--- src/rtl/game_ctrl.sv ---
// Game-level sequencer: IDLE/RUN/OVER FSM, score tick prescaler, per-frame RNG step,
// restart dwell timer and a BCD high-score register.
module game_ctrl #(
  parameter int unsigned TICK_DIV    = 1,
  parameter int unsigned OVER_FRAMES = 60
) (
  input  logic        clk,
  input  logic        rst_n,
  input  logic        start_btn,
  input  logic        collision,
  input  logic        frame_end,
  input  logic [15:0] score_in,
  output logic        game_start,
  output logic        game_over,
  output logic        score_tick,
  output logic        rng_step,
  output logic [1:0]  game_state,
  output logic [15:0] high_score,
  output logic        new_high
);

  localparam logic [1:0] S_IDLE = 2'b00;
  localparam logic [1:0] S_RUN  = 2'b01;
  localparam logic [1:0] S_OVER = 2'b10;

  localparam logic [7:0] TICK_LAST = 8'(TICK_DIV - 1);
  localparam logic [7:0] OVER_LIM  = 8'(OVER_FRAMES);

  logic [1:0]  state_q, state_d;
  logic [7:0]  presc_q, presc_d;
  logic [7:0]  dwell_q, dwell_d;
  logic        btn_q, btn_d;
  logic        start_q, start_d;
  logic        over_q, over_d;
  logic        tick_q, tick_d;
  logic        rng_q, rng_d;
  logic [15:0] hs_q, hs_d;
  logic        nh_q, nh_d;
  logic        start_edge;

  assign start_edge = start_btn & ~btn_q;

  always_comb begin
    state_d = state_q;
    presc_d = presc_q;
    dwell_d = dwell_q;
    btn_d   = start_btn;
    start_d = 1'b0;
    over_d  = 1'b0;
    tick_d  = 1'b0;
    rng_d   = 1'b0;
    hs_d    = hs_q;
    nh_d    = nh_q;

    // Final score is judged in the cycle game_over is visible, i.e. the first OVER cycle.
    if (over_q && (score_in > hs_q)) begin
      hs_d = score_in;
      nh_d = 1'b1;
    end

    case (state_q)
      S_IDLE: begin
        if (start_edge) begin
          state_d = S_RUN;
          start_d = 1'b1;
          presc_d = 8'd0;
          nh_d    = 1'b0;
        end
      end
      S_RUN: begin
        if (collision) begin
          state_d = S_OVER;
          over_d  = 1'b1;
          dwell_d = 8'd0;
        end else if (frame_end) begin
          rng_d = 1'b1;
          if (presc_q == TICK_LAST) begin
            presc_d = 8'd0;
            tick_d  = 1'b1;
          end else begin
            presc_d = presc_q + 8'd1;
          end
        end
      end
      S_OVER: begin
        if (frame_end && (dwell_q != OVER_LIM)) dwell_d = dwell_q + 8'd1;
        // An early press is simply dropped; the edge detector already consumed it.
        if (start_edge && (dwell_q == OVER_LIM)) begin
          state_d = S_RUN;
          start_d = 1'b1;
          presc_d = 8'd0;
          nh_d    = 1'b0;
        end
      end
      default: state_d = S_IDLE;
    endcase
  end

  always_ff @(posedge clk or negedge rst_n) begin
    if (!rst_n) begin
      state_q <= S_IDLE;
      presc_q <= 8'd0;
      dwell_q <= 8'd0;
      btn_q   <= 1'b0;
      start_q <= 1'b0;
      over_q  <= 1'b0;
      tick_q  <= 1'b0;
      rng_q   <= 1'b0;
      hs_q    <= 16'h0000;
      nh_q    <= 1'b0;
    end else begin
      state_q <= state_d;
      presc_q <= presc_d;
      dwell_q <= dwell_d;
      btn_q   <= btn_d;
      start_q <= start_d;
      over_q  <= over_d;
      tick_q  <= tick_d;
      rng_q   <= rng_d;
      hs_q    <= hs_d;
      nh_q    <= nh_d;
    end
  end

  assign game_start = start_q;
  assign game_over  = over_q;
  assign score_tick = tick_q;
  assign rng_step   = rng_q;
  assign game_state = (state_q == 2'b11) ? S_IDLE : state_q;
  assign high_score = hs_q;
  assign new_high   = nh_q;

endmodule

--- config.mk ---
export PLATFORM = sky130hd
export DESIGN_NAME = game_ctrl
export DESIGN_NICKNAME = d
export VERILOG_FILES = /design/src/rtl/game_ctrl.sv
export SDC_FILE = /design/constraint.sdc
export NUM_CORES = 1
export LEC_CHECK = 0
export ABC_AREA = 1
export BUFFER_PORTS_ARGS = -buffer_cell sky130_fd_sc_hd__buf_2
export CAP_MARGIN = 20
export CORE_UTILIZATION = 50
export DETAILED_ROUTE_END_ITERATION = 8
export HOLD_SLACK_MARGIN = 0.02
export PLACE_DENSITY = 0.73
export REMOVE_ABC_BUFFERS = 1
export SYNTH_ARGS = -nofsm -noshare
export SYNTH_HDL_FRONTEND = slang
export SYNTH_SLANG_ARGS = --single-unit
--- constraint.sdc ---
create_clock -name clk -period 1.9 [get_ports clk]
set_clock_uncertainty 0.15 [all_clocks]
set_input_delay 0.19 -clock clk [delete_from_list [all_inputs] [get_ports clk]]
set_output_delay 0.19 -clock clk [all_outputs]
set_load 0.01 [all_outputs]
Yosys cells after proc, flatten, opt, wreduce, memory -nomap -nowiden
Cells that the tools add are included.
{ "classes": {"addsub": 2, "n_lt_le_gt_ge": 1, "eq_ne": 11, "muxes": 30, "bitwise_logic": 2, "n_reduce_logical": 10} }
{ "op_table": {"columns": ["op", "count"], "rows": [
  ["8-bit 2-to-1 mux", 7],
  ["8-bit one-hot mux with 3 select lines", 1],
  ["8-bit by 1-bit adder with 8-bit output (second input constant)", 2],
  ["16-bit greater-than comparator", 1],
  ["8-bit one-hot mux with 2 select lines", 1],
  ["1-bit 2-to-1 mux", 14],
  ["2-bit inequality test (second input constant)", 6],
  ["8-bit by 6-bit equality test with 1-bit output (second input constant)", 1],
  ["8-bit logical NOT", 1],
  ["2-bit 2-to-1 mux", 4],
  ["8-bit by 6-bit inequality test with 1-bit output (second input constant)", 1],
  ["2-bit one-hot mux with 3 select lines", 1],
  ["3-bit AND reduction", 2],
  ["5-bit AND reduction", 1],
  ["2-bit equality test (second input constant)", 2],
  ["1-bit one-hot mux with 2 select lines", 2],
  ["1-bit logical AND", 3],
  ["3-bit nonzero test", 1],
  ["2-bit by 1-bit equality test with 1-bit output (second input constant)", 1],
  ["2-bit logical NOT", 1],
  ["2-bit nonzero test", 1],
  ["1-bit AND", 1],
  ["1-bit inverter", 1]
]} }
{ "totals": {"regBits": 40, "in_bits": 21, "output_inout_bits": 23, "wordCells": 66} }

Depth between registers and ports, before layout
{ "logic_depth": {"depth_word": 5, "ltp_mapped": 15} }

Worst setup path after synthesis
OpenSTA, ideal clock, no wires.
{ "synth_path": {"path_type": "register -> register", "start": "register hs_q[7], in the netlist high_score[7]", "end": "register hs_q[10], in the netlist high_score[10]", "arrival_ps": 1523, "required_ps": 1633, "path_slack_ps": 110, "path_stages_with_launch": 11, "path_buffers": 2, "synth_period_minus_slack_ps": 1790, "path_cell_list": "dfrtp_1 > inv_1 > ha_1 > nand2_1 > nor2_2 > nand4_1 > o21a_1 > buf_6 > buf_6 > nand3_1 > nand2_1"} }
{ "synth_via": {"elab_chain_cells": 2} }
{ "synth_lines": {"columns": ["element", "line", "text"], "rows": [
  ["from (decl)", "37", "logic [15:0] hs_q, hs_d;"],
  ["from (signal assigned)", "120", "hs_q <= hs_d;"],
  ["16-bit greater-than comparator", "56", "if (over_q && (score_in > hs_q)) begin"],
  ["1-bit logical AND", "56", null]
]} }
Every way passes these cells.
A chain may end at the register's enable or synchronous reset.

Final worst setup path
{ "layout_path": {"start": "register hs_q[11], in the netlist high_score[11]", "end": "register hs_q[12], in the netlist high_score[12]"} }
Same word-level chain as after synthesis.

==> run summary <==
Outcome = finished with violations
Violations in the final reports = design-rule violations, negative setup slack
Leading cell types by count after synthesis = sky130_fd_sc_hd__nand2_1 (68), sky130_fd_sc_hd__inv_1 (43), sky130_fd_sc_hd__dfrtp_1 (40)
Maximum number of pins on one net before global-route repair = 41
Total clock buffers created by CTS = 5
Post-Synth Simple-Gate Area = 28.21%
Non-Filler Cell Area, Final = 3154 um^2
Slew Limit Fails = 0
Hold Worst Slack = 0.03035 ns
Number of warnings printed during yosys synthesis = 0
Post-layout nets = 398
Hold Violations, Final = 0
Max-cap violations = 0
Library cell with the highest instance count after synthesis = sky130_fd_sc_hd__nand2_1
Average vias per placed instance = 5.329
Class of the most critical setup path = register to register
Initial antenna violation count = 0
CTS clk-pin slew, worst paths = 0.09 ns
Width of the chip = 70.63 um
Max-slew headroom at the worst pin = 66.09%
Top-area cell type share of the netlist area = 42.51%
Hold Startpoint = score_in[2]
Setup WS post-layout = -0.1079 ns
Multiplexer share of the synthesized area = 0.9564%
Dominant cells by area after synthesis = sky130_fd_sc_hd__dfrtp_1 (43%), sky130_fd_sc_hd__nand2_1 (11%), sky130_fd_sc_hd__ha_1 (11%)
Overall overflow remaining after global route = 0
Area growth from synthesis to layout = 33.95%
Antenna Nets Post-Route = 0
Layout cell share with drive strength beyond 1 = 28.77%
Antenna fix cells = 0
TritonCTS clock tree = done
Area inside the core boundary = 4444 um^2
Post-synthesis cell area = 2355 um^2
Hold crit path type = input port to register
Post-synth EDFFs = 0
Crit share post-route = 105.7%
First-pass GRT wire length = 8.562 mm
Path depth of the worst reg2reg path = 9
Number of DRC violations after detailed-routing iteration 0 = 214
Worst IR Drop VDD = 0.6972 mV
Share of the synthesized area in compound gates (AO/OA/AOI/OAI) = 6.323%
Combinational family with the most area after synthesis = simple AND/OR/NAND/NOR gates
Detailed-router iteration count before antenna repair = 6
Mean cell area of the mapped netlist = 8.233 um^2
PD cells = 1312 nW/um^2
Number of setup violations in the final report = 16
Die outline height = 70.63 um
Max Clock Freq = 498.0 MHz
CP Data Arrival Time = 2.05 ns
Post-Synthesis Cells = 286
Clock H-tree levels = 2
Hold Path Stages = 3
Post-synth ARST share = 100.0%
Clock insertion delay at the later pin of the skew report = 0.29 ns
Post-layout min period = 2.008 ns
Element type at the critical path end = register
Unrepaired setup endpoints after global routing = yes
Clock buffer depth = 2
Post-synthesis sequential area ratio = 42.51%
Global routing usage summed across all routing layers = 21.76%
Root buffer cell = sky130_fd_sc_hd__clkbuf_8
Placer's final routability congestion estimate = 0.8607
Via count of the first global-routing pass = 2020
Worst Setup SP = high_score[11]
Reg-to-reg critical path startpoint = high_score[11]
Distinct cell type count after synthesis = 28
Leakage = 1.632 nW
Final Power = 4.139 mW
DP Worst Slack = 0.07665 ns
Synthesized flop and latch total = 40
Placed standard-cell area = 2597 um^2
Critical Path RT = 1.94 ns
IO Count = 44
Placed Cells incl. Taps = 379
Initial cell density of the core = 52.98%
Post-route DRC violation count = 14
Fraction of the mapped netlist area in adder cells = 10.63%
Wire length reported by the detailed router = 6.075 mm
FP Rows = 24
Number of standard cells in the layout, taps in and fillers out = 410
Number of clock sinks = 40
Routed wirelength normalized by instance count = 14.82 um
Primary flip-flop cell chosen by synthesis mapping = sky130_fd_sc_hd__dfrtp_1
Largest fanout of any net on the critical path = 8
Slew at the pin with the worst max-slew slack = 0.5087 ns
Detailed-placement wirelength estimate = 3.508 mm
Total Negative Setup Slacks = -1.008 ns
Xor and xnor fraction of the mapped netlist area = 1.116%
Full die area = 4988 um^2
Setup crit start kind = register
PortBufs = 43
Biggest area consumer among synthesized cells = sky130_fd_sc_hd__dfrtp_1
Via count of the routed design = 2185
Core utilization of the finished layout = 70.97%
## path summary, 6_finish.rpt
| path | to | slack (ns) |
|---|---|---|
| worst min register to register | high_score[3] | 0.36 |
| min in group asynchronous | high_score[11] | 0.33 |
| worst max register to register | high_score[12] | -0.11 |
| worst max-delay path | high_score[12] | -0.11 |
| max in group asynchronous | dwell_q[0] | 0.90 |
| worst min-delay path | high_score[2] | 0.03 |
## metal layers
| metal | global-route usage (%) | vias up | routed length (um) |
|---|---|---|---|
| met4 | 10.22 | 0 | 140 |
| met3 | 3.989 | 20 | 316 |
| met1 | 27.20 | 1022 | 2596 |
| li1 | - | 1062 | - |
| met2 | 36.79 | 81 | 3022 |
| met5 | 0 | - | 0 |
## final cells by class
class | instances | area [um^2]
Tap cell | 52 | 65.06
Clock buffer | 5 | 68.82
Timing Repair Buffer | 69 | 478.0
Clock inverter | 3 | 42.54
Sequential cell | 40 | 1001
Fill cell | 318 | 1290
Multi-Input combinational cell | 197 | 1333
Inverter | 44 | 166.4
## placed cells by master, fill, tap and decap left out, types with 6 or more instances in the layout
cell type and count:
sky130_fd_sc_hd__o21ai_0 13, sky130_fd_sc_hd__dlygate4sd3_1 17, sky130_fd_sc_hd__dfrtp_1 40, sky130_fd_sc_hd__nor2_1 18, sky130_fd_sc_hd__nand2_1 61, sky130_fd_sc_hd__nand4_1 10
sky130_fd_sc_hd__ha_4 9, sky130_fd_sc_hd__nand2_2 7, sky130_fd_sc_hd__buf_4 6, sky130_fd_sc_hd__nand3_1 30, sky130_fd_sc_hd__ha_1 10, sky130_fd_sc_hd__inv_1 39
sky130_fd_sc_hd__buf_2 41
## kinds of logic (layout without fill, tap and decap cells)
group                    Yosys count  after routing
flip-flops                        40             40
multiplexers                       2              2
AO/OA/AOI/OAI                     28             28
AND/OR/NAND/NOR                  142            144
XOR/XNOR                           3              3
buffers and inverters             51            121
adder cells (fa/ha/maj)           20             20
## worst max-delay path: stages, from the launching register on
cell,delay (ns)
sky130_fd_sc_hd__dfrtp_1,0.41
sky130_fd_sc_hd__inv_1,0.10
sky130_fd_sc_hd__ha_4,0.21
sky130_fd_sc_hd__a21oi_1,0.22
sky130_fd_sc_hd__nand2_2,0.11
sky130_fd_sc_hd__a21oi_4,0.24
sky130_fd_sc_hd__nand2_8,0.12
sky130_fd_sc_hd__buf_6,0.16
sky130_fd_sc_hd__nand3_1,0.11
sky130_fd_sc_hd__nand2_1,0.07
## sequential cells by signal, summed over array words and instances, names as in the netlist
signal	cells
high_score	16
dwell_q	8
presc_q	8
state_q	2
btn_q	1
game_over	1
game_start	1
new_high	1
rng_step	1
score_tick	1
## power breakdown
part           total (mW)  leakage, nW  switching [mW]  internal [mW]
Sequential           1.32        0.528           0.219           1.10
Combinational        2.12         1.05            1.23          0.886
Clock               0.701       0.0541           0.312          0.389
## timing repair
| item | 4_1_cts | 5_1_grt |
|---|---|---|
| gates resized for setup | 0 | 39 |
| endpoints found under the hold margin | 57 | 0 |
| endpoints found under the setup margin | 0 | 19 |
| hold buffers | 18 | 0 |
| setup buffers | 0 | 5 |
(Power assumes the default switching activity.)
